===== src/rtl/led_matrix_page_scanner.sv =====
// Rotates PAGES bitmaps onto a ROWS x COLS LED matrix with a column-scan driver; page swaps land only on frame boundaries.
// Latency: outputs registered 1 clk after scan state, slow_tick edge acts 3 clk later; no backpressure, page_data sampled live.
module led_matrix_page_scanner #(
    parameter int ROWS        = 7,
    parameter int COLS        = 5,
    parameter int PAGES       = 2,
    parameter int DWELL_TICKS = 2,
    parameter int SCAN_DIV    = 1000,
    parameter int PW          = (PAGES > 1) ? $clog2(PAGES) : 1
) (
    input  logic                        clk,
    input  logic                        reset_n,
    input  logic                        slow_tick,
    input  logic [PAGES*ROWS*COLS-1:0]  page_data,
    input  logic [PAGES-1:0]            page_enable,
    input  logic [PAGES-1:0]            page_blink,
    input  logic                        hold,
    input  logic                        force_en,
    input  logic [PW-1:0]               force_page,
    output logic [ROWS-1:0]             rows_out,
    output logic [COLS-1:0]             columns_out,
    output logic [PW-1:0]               current_page
);

    localparam int CW = (COLS > 1) ? $clog2(COLS) : 1;
    localparam int DW = (SCAN_DIV > 1) ? $clog2(SCAN_DIV) : 1;
    localparam int TW = (DWELL_TICKS > 1) ? $clog2(DWELL_TICKS) : 1;

    logic            sync1_q, sync1_d, sync2_q, sync2_d, sync3_q, sync3_d;
    logic            tick_q, tick_d;
    logic            blink_q, blink_d;
    logic [PW-1:0]   pending_q, pending_d;
    logic [PW-1:0]   cur_q, cur_d;
    logic [TW-1:0]   dwell_q, dwell_d;
    logic [CW-1:0]   col_q, col_d;
    logic [DW-1:0]   div_q, div_d;
    logic [COLS-1:0] cols_q, cols_d;
    logic [ROWS-1:0] rows_q, rows_d;

    logic            any_en;
    logic            found;
    logic [PW-1:0]   next_pg;
    logic [PW-1:0]   force_pg;

    always_comb begin
        sync1_d  = slow_tick;
        sync2_d  = sync1_q;
        sync3_d  = sync2_q;
        tick_d   = sync2_q & ~sync3_q;
        any_en   = |page_enable;

        // First enabled page after the current one; falls back to itself when alone.
        next_pg  = cur_q;
        found    = 1'b0;
        for (int k = 1; k <= PAGES; k++) begin
            if (!found && page_enable[(int'(cur_q) + k) % PAGES]) begin
                next_pg = PW'((int'(cur_q) + k) % PAGES);
                found   = 1'b1;
            end
        end
        force_pg = (int'(force_page) >= PAGES) ? PW'(PAGES - 1) : force_page;

        blink_d   = blink_q;
        pending_d = pending_q;
        dwell_d   = dwell_q;
        if (tick_q) begin
            blink_d = ~blink_q;
            if (force_en) begin
                pending_d = force_pg;
                dwell_d   = '0;
            end else if (hold || !any_en) begin
                pending_d = pending_q;
            end else if (!page_enable[cur_q]) begin
                pending_d = next_pg;
                dwell_d   = '0;
            end else if (dwell_q == TW'(DWELL_TICKS - 1)) begin
                pending_d = next_pg;
                dwell_d   = '0;
            end else begin
                dwell_d   = dwell_q + 1'b1;
            end
        end

        div_d = div_q + 1'b1;
        col_d = col_q;
        cur_d = cur_q;
        if (div_q == DW'(SCAN_DIV - 1)) begin
            div_d = '0;
            if (col_q == CW'(COLS - 1)) begin
                col_d = '0;
                cur_d = pending_q;
            end else begin
                col_d = col_q + 1'b1;
            end
        end

        cols_d = ~(COLS'(1) << col_q);
        rows_d = page_data[(int'(cur_q) * COLS + int'(col_q)) * ROWS +: ROWS];
        if ((page_blink[cur_q] && blink_q) || (!any_en && !force_en))
            rows_d = '0;
    end

    always_ff @(posedge clk or negedge reset_n) begin
        if (!reset_n) begin
            sync1_q   <= 1'b0;
            sync2_q   <= 1'b0;
            sync3_q   <= 1'b0;
            tick_q    <= 1'b0;
            blink_q   <= 1'b0;
            pending_q <= '0;
            cur_q     <= '0;
            dwell_q   <= '0;
            col_q     <= '0;
            div_q     <= '0;
            cols_q    <= '1;
            rows_q    <= '0;
        end else begin
            sync1_q   <= sync1_d;
            sync2_q   <= sync2_d;
            sync3_q   <= sync3_d;
            tick_q    <= tick_d;
            blink_q   <= blink_d;
            pending_q <= pending_d;
            cur_q     <= cur_d;
            dwell_q   <= dwell_d;
            col_q     <= col_d;
            div_q     <= div_d;
            cols_q    <= cols_d;
            rows_q    <= rows_d;
        end
    end

    assign rows_out     = rows_q;
    assign columns_out  = cols_q;
    assign current_page = cur_q;

endmodule


===== config.mk =====
export PLATFORM = sky130hd
export DESIGN_NAME = led_matrix_page_scanner
export DESIGN_NICKNAME = d
export VERILOG_FILES = /design/src/rtl/led_matrix_page_scanner.sv
export SDC_FILE = /design/constraint.sdc
export NUM_CORES = 1
export LEC_CHECK = 0
export ABC_CLOCK_PERIOD_IN_PS = 1800
export CAP_MARGIN = 25
export CORE_MARGIN = 5
export CORE_UTILIZATION = 37
export DETAILED_ROUTE_END_ITERATION = 8
export DONT_BUFFER_PORTS = 1
export GPL_TIMING_DRIVEN = 0
export PLACE_DENSITY_LB_ADDON = 0.25
export SYNTH_ARGS = -nofsm -noshare
export SYNTH_HDL_FRONTEND = slang
export SYNTH_SLANG_ARGS = --single-unit

===== constraint.sdc =====
create_clock -name clk -period 1.8 [get_ports clk]
set_clock_uncertainty 0.1 [all_clocks]
set_input_delay 0.45 -clock clk [delete_from_list [all_inputs] [get_ports clk]]
set_output_delay 0.45 -clock clk [all_outputs]
set_load 0.03 [all_outputs]

# ---- After elaboration in Yosys (flattened, before gate mapping)
# Index checks and enable logic that the tools add are counted.
dict set report word_totals {
  ff_bits 33
  in_bits 80
  output_inout_bits 13
  word_cells 71
}
dict set report op_classes {
  add_sub_neg 6
  mul 2
  magnitude_cmp 3
  eq_ne 4
  shift 2
  n_mux 24
  bitwise 6
  reduce_logical 12
}
# operator n
set ops {}
lappend ops {{$shiftx 70x9->7} 1}
lappend ops {{$mux 1} 21}
lappend ops {{$add 10x1->10 const B} 1}
lappend ops {{$eq 10x10->1 const B} 1}
lappend ops {{$mux 10} 1}
lappend ops {{$mul 5x3->8 const B} 1}
lappend ops {{$mux 7} 1}
lappend ops {{$lt 2x3->1 const B} 2}
lappend ops {{$add 4x3->5} 1}
lappend ops {{$not 5->5} 1}
lappend ops {{$shl 1x3->5 const A} 1}
lappend ops {{$mul 1x3->4 const B} 1}
lappend ops {{$reduce_and 2->1} 2}
lappend ops {{$add 1x1->1 const B} 3}
lappend ops {{$add 3x1->3 const B} 1}
lappend ops {{$eq 3x3->1 const B} 1}
lappend ops {{$logic_and 1x1->1} 3}
lappend ops {{$logic_not 1->1} 3}
lappend ops {{$mux 3} 1}
lappend ops {{$ne 3x3->1 const B} 1}
lappend ops {{$reduce_and 3->1} 1}
lappend ops {{$and 1x1->1 const A} 2}
lappend ops {{$logic_or 1x1->1} 2}
lappend ops {{$lt 1x2->1 const B} 1}
lappend ops {{other kinds (4)} 5}

# ---- Depth between registers and ports, before layout
dict set report depth {
  depth_word 13
  depth_mapped 7
  mapped_depth_nobuf 6
}

# ---- Worst setup path before layout
# No wires, ideal clock.
dict set report synth_timing {
  path_type {reg-to-reg}
  from {reg cur_q, in the netlist current_page}
  to {reg rows_q[5], in the netlist rows_out[5]}
  setup_ps 132
  arrival_time_ps 1824
  slack_ps -256
  path_stages_with_launch 7
  path_buffers 0
  cell_sequence {dfrtp_1 -> ha_1 -> ha_1 -> xor2_2 -> mux4_2 -> mux2i_1 -> o22ai_1}
}
dict set report synth_between {
  elab_chain_len 5
}
# item line_no
set synth_lines {}
lappend synth_lines {{from (decl)} 33} ;# logic [PW-1:0] cur_q, cur_d;
lappend synth_lines {{from (signal assigned)} 124} ;# cur_q <= cur_d;
lappend synth_lines {{$mul 1x3->4 or $mux 1 (tied branches)} {98, 99}}
lappend synth_lines {{$add 4x3->5 or $mux 1 (tied branches)} {98, 99}}
lappend synth_lines {{$mul 5x3->8 or $logic_and 1x1->1 (tied branches)} {98, 99}}
lappend synth_lines {{$shiftx 70x9->7 or $logic_or 1x1->1 (tied branches)} {98, 99}}
lappend synth_lines {{$mux 7 (*)} 99} ;# if ((page_blink[cur_q] && blink_q) || (!any_en && !force_en))
lappend synth_lines {{named net rows_d[5]} 38} ;# logic [ROWS-1:0] rows_q, rows_d;
lappend synth_lines {{to (signal assigned)} 129} ;# rows_q <= rows_d;
lappend synth_lines {{to (decl)} 38}
# Mark *: on every way through the listed nets, which the timed path passes. The rest lies on a longest branch. The select of a mux whose other input is x is not followed.
# A chain may end at the register's enable or synchronous reset.

# ---- Worst setup path after layout
# Same ends and word-level chain as after synthesis.

==> flow_metrics.py <==
metrics = {
    "outcome": {
        "run_status": "complete, but fails checks",
        "failed_checks": "setup timing",
    },
    "cells_and_area": {
        "final_nets": 292,
        "antenna_cells_inserted": 0,
        "layout.cells.most_common": "sky130_fd_sc_hd__mux2i_1",
        "final_layout_size_suffix_gt1_share_pct": 21.08,
        "layout.cells.most_common_list": "sky130_fd_sc_hd__mux2i_1, sky130_fd_sc_hd__dfrtp_1, sky130_fd_sc_hd__nand3_1",
        "syn2layout_area_growth_pct": 17.44,
        "final_design_area_no_fill_um2": 2376,
    },
    "pwr": {
        "power_frac_seq_pct": 57.2,
        "cell_internal_pwr_mw": 1.125,
        "net-switching-power_mw": 0.4106,
        "power.combinational.fraction_pct": 8.9,
        "vdd_drop_max_mv": 0.2330,
        "powerDensity_nw_per_um2": 646.3,
        "power.leakage_nw": 0.9304,
        "fraction_of_power_spent_switching_nets_pct": 26.74,
        "power.share.clock_pct": 33.9,
        "fin_total_pwr_mw": 1.536,
    },
    "yosys": {
        "synthesis.yosys.warnings": 0,
        "syn_avg_cell_area_um2": 10.48,
        "synth.yosys.seq_area_share_pct": 41.13,
        "share_of_yosys_cell_area_claimed_by_the_top_area_cell_type_pct": 34.63,
        "synth_flop_cell": "sky130_fd_sc_hd__dfrtp_1",
        "post_synth_num_cell_types": 35,
        "netlist_top_cells_area": "sky130_fd_sc_hd__dfrtp_1, sky130_fd_sc_hd__mux2i_1, sky130_fd_sc_hd__nand3_1",
        "async_flop_share_pct": 100.0,
        "synth_edf_count": 0,
        "post_synth_design_cell_area_um2": 2023,
        "synth_seq_cells": 33,
        "syn-num-nets": 282,
        "synth_top_cell_by_area": "sky130_fd_sc_hd__dfrtp_1",
        "post_synth_inst_count": 193,
    },
    "drt": {
        "route.detailed.wl_per_inst_um": 16.75,
        "antenna_violating_nets_post_route": 0,
        "drcViolationCount": 0,
        "detail_route.iter0.violations": 25,
        "detailroute.via_count": 1499,
        "mean_number_of_vias_per_cell": 5.431,
        "total_wirelength_of_the_detailed_routed_design_um": 4622,
        "drt_pass1_iterations": 4,
    },
    "timing": {
        "fin_crit_ns": 2.004,
        "slew_violations": 0,
        "fin_crit_sh_pct": 111.3,
        "relSlewSlack_pct": 74.97,
        "hold_violation_count_in_the_final_report": 0,
        "worst-slew-pin-transition_ns": 0.3755,
        "fin_ws_ns": -0.2042,
        "unrepaired_setup_endpoints_after_global_routing": "yes",
        "achievable-frequency_mhz": 498.9,
        "timing.final.setup_violations": 7,
        "totalNegativeSetupSlack_ns": -1.139,
    },
    "die": {
        "rows": 27,
        "fp.dieArea_um2": 7047,
        "die_height_um": 83.95,
        "fp.coreArea_um2": 5405,
        "starting_density_of_the_core_pct": 37.43,
        "dieWidth_um": 83.95,
        "ios": 93,
    },
    "setup_path": {
        "timing.critical_path.slowest_cell_delay_ns": 0.59,
        "critPathTopFamily": "multiplexers",
        "worst_r2r_startpoint": "current_page$_DFFE_PN0P_",
        "rr_endpoint": "rows_out[5]$_DFF_PN0_",
        "worstPathArrival_ns": 2.05,
        "length_in_cells_of_the_worst_reg_to_reg_path": 4,
        "crit_path_max_fanout": 7,
        "cp_slowest_cell": "sky130_fd_sc_hd__dfrtp_4",
        "timing.setup.critical_path_class": "reg -> reg",
        "sum_of_buffers_and_inverters_on_the_critical_path": 0,
        "setup.worst_path.end_class": "flip-flop",
        "timing.critical_path.required_ns": 1.85,
        "crit_path_cell_trace": "ha_4, mux4_2, mux2i_1, o22ai_1",
        "critPathLaunchType": "flip-flop",
        "setup.reg_to_reg.worst_slack_ns": -0.20,
    },
    "placement": {
        "place_worst_setup_slack_ns": -0.2501,
        "post_place_instance_area_um2": 2172,
        "port_buffers": 0,
        "gp_congestion": 0.7676,
        "dp_hpwl_um": 3714,
    },
    "clock_tree": {
        "cts-root-buf": "sky130_fd_sc_hd__clkbuf_8",
        "cts_buffer_depth": 2,
        "insertion_delay_ns": 0.28,
        "tritoncts_buffers": 5,
        "cts.clk_slew.worst_paths_ns": 0.07,
        "tritoncts": "done",
        "htree_levels": 2,
        "cts.sinks": 33,
    },
    "global_routing": {
        "grt_antenna_before_repair": 0,
        "grt_first_pass_wirelength_um": 7872,
        "grt_pass1_vias": 1643,
        "grt_start_max_net_pins": 34,
        "grt_util_all_layers_pct": 13.79,
        "grt_overflow_total": 0,
    },
    "min_path": {
        "timing.hold.worst.start": "slow_tick",
        "hold-path-cell-count": 0,
        "holdPathEnd": "sync1_q$_DFF_PN0_",
        "min-delay-path-class": "in -> reg",
    },
    "job": {
        "timing.max_cap.violations": 0,
    },
}
sequential cells by signal (all words and copies together) (netlist names):
| register | count |
|---|---|
| sync3_q | 1 |
| sync2_q | 1 |
| blink_q | 1 |
| rows_out | 7 |
| col_q | 3 |
| sync1_q | 1 |
| pending_q | 1 |
| columns_out | 5 |
| div_q | 10 |
| dwell_q | 1 |
| tick_q | 1 |
| current_page | 1 |
logic make-up (layout without fill, tap and decap cells):
kind of cell    after synthesis  in the layout  synth area share [%]
buf+inv                      16             27                 3.710
mux                          40             40                 21.40
flops                        33             33                 41.13
fa+ha+maj                     9              9                 5.566
xor+xnor                      8              8                 3.835
simple gates                 65             65                 17.56
compound gates               22             22                 6.803
area by class of cell:
cell class | instances | area (µm²)
flip-flops and latches | 33 | 835.8
clock inverters | 2 | 10.01
fillers | 546 | 3029
clock buffers | 6 | 72.57
inverters | 7 | 26.28
repair buffers | 4 | 45.04
multi-input cells | 144 | 1191
plain buffers | 8 | 105.1
well taps | 72 | 90.09
per-layer routing:
layer | wire (µm) | global-route usage (%) | up-vias | share of wire, %
li1 | - | - | 730 | -
met3 | 367 | 3.949 | 5 | 7.9
met4 | 72 | 5.263 | 0 | 1.6
met1 | 1941 | 16.36 | 694 | 42
met5 | 0 | 0 | - | 0
met2 | 2240 | 23.50 | 70 | 48
power groups by stage:
stage	clock (mW)	sequential [mW]	combinational, mW
floorplan	0	0.882	0.0889
global placement	0	0.894	0.111
detailed placement	0	0.894	0.112
CTS	0.545	0.880	0.135
global route	0.586	0.882	0.158
finish	0.520	0.878	0.137
timing repair:
item	in CTS	in global routing
resized for setup	2	27
endpoints found under the hold margin	33	0
pin swaps	1	2
setup buffers	0	2
endpoints found under the setup margin	7	11
hold buffers	2	0
Yosys cell counts (all sizes together) (3+ instances only):
cell type and n:
mux2i 35, dfrtp 28, nand3 28, nand2 11
ha 9, inv 7, nand4 7, o21ai 7
o22ai 7, buf 6, nor2 6, dfstp 5
nor3 4, xnor2 4, xor2 4, a21oi 3
clkbuf 3, mux2 3, or3 3
worst max path at each step:
stage | slack (ns) | cells after the start | end | start
6_report | -0.20 | 4 | rows_out[5]$_DFF_PN0_ | current_page$_DFFE_PN0P_
5_1_grt | -0.32 | 6 | rows_out[5]$_DFF_PN0_ | current_page$_DFFE_PN0P_
4_1_cts | -0.24 | 6 | rows_out[5]$_DFF_PN0_ | current_page$_DFFE_PN0P_
3_5_place_dp | -0.25 | 6 | rows_out[5]$_DFF_PN0_ | current_page$_DFFE_PN0P_
3_3_place_gp | -0.25 | 6 | rows_out[5]$_DFF_PN0_ | current_page$_DFFE_PN0P_
2_1_floorplan | -0.04 | 6 | rows_out[5]$_DFF_PN0_ | current_page$_DFFE_PN0P_
through the flow:
step           hold WS (ns)  std cells  util [%]
2_1_floorplan       0.05441        193         -
3_3_place_gp        0.05596        265     40.19
3_5_place_dp        0.05598        265     40.19
4_1_cts             0.08430        275     42.36
5_1_grt             0.07186        276     43.96
6_report            0.09587        276     43.96
No activity file was read; power rests on OpenSTA's default activity.
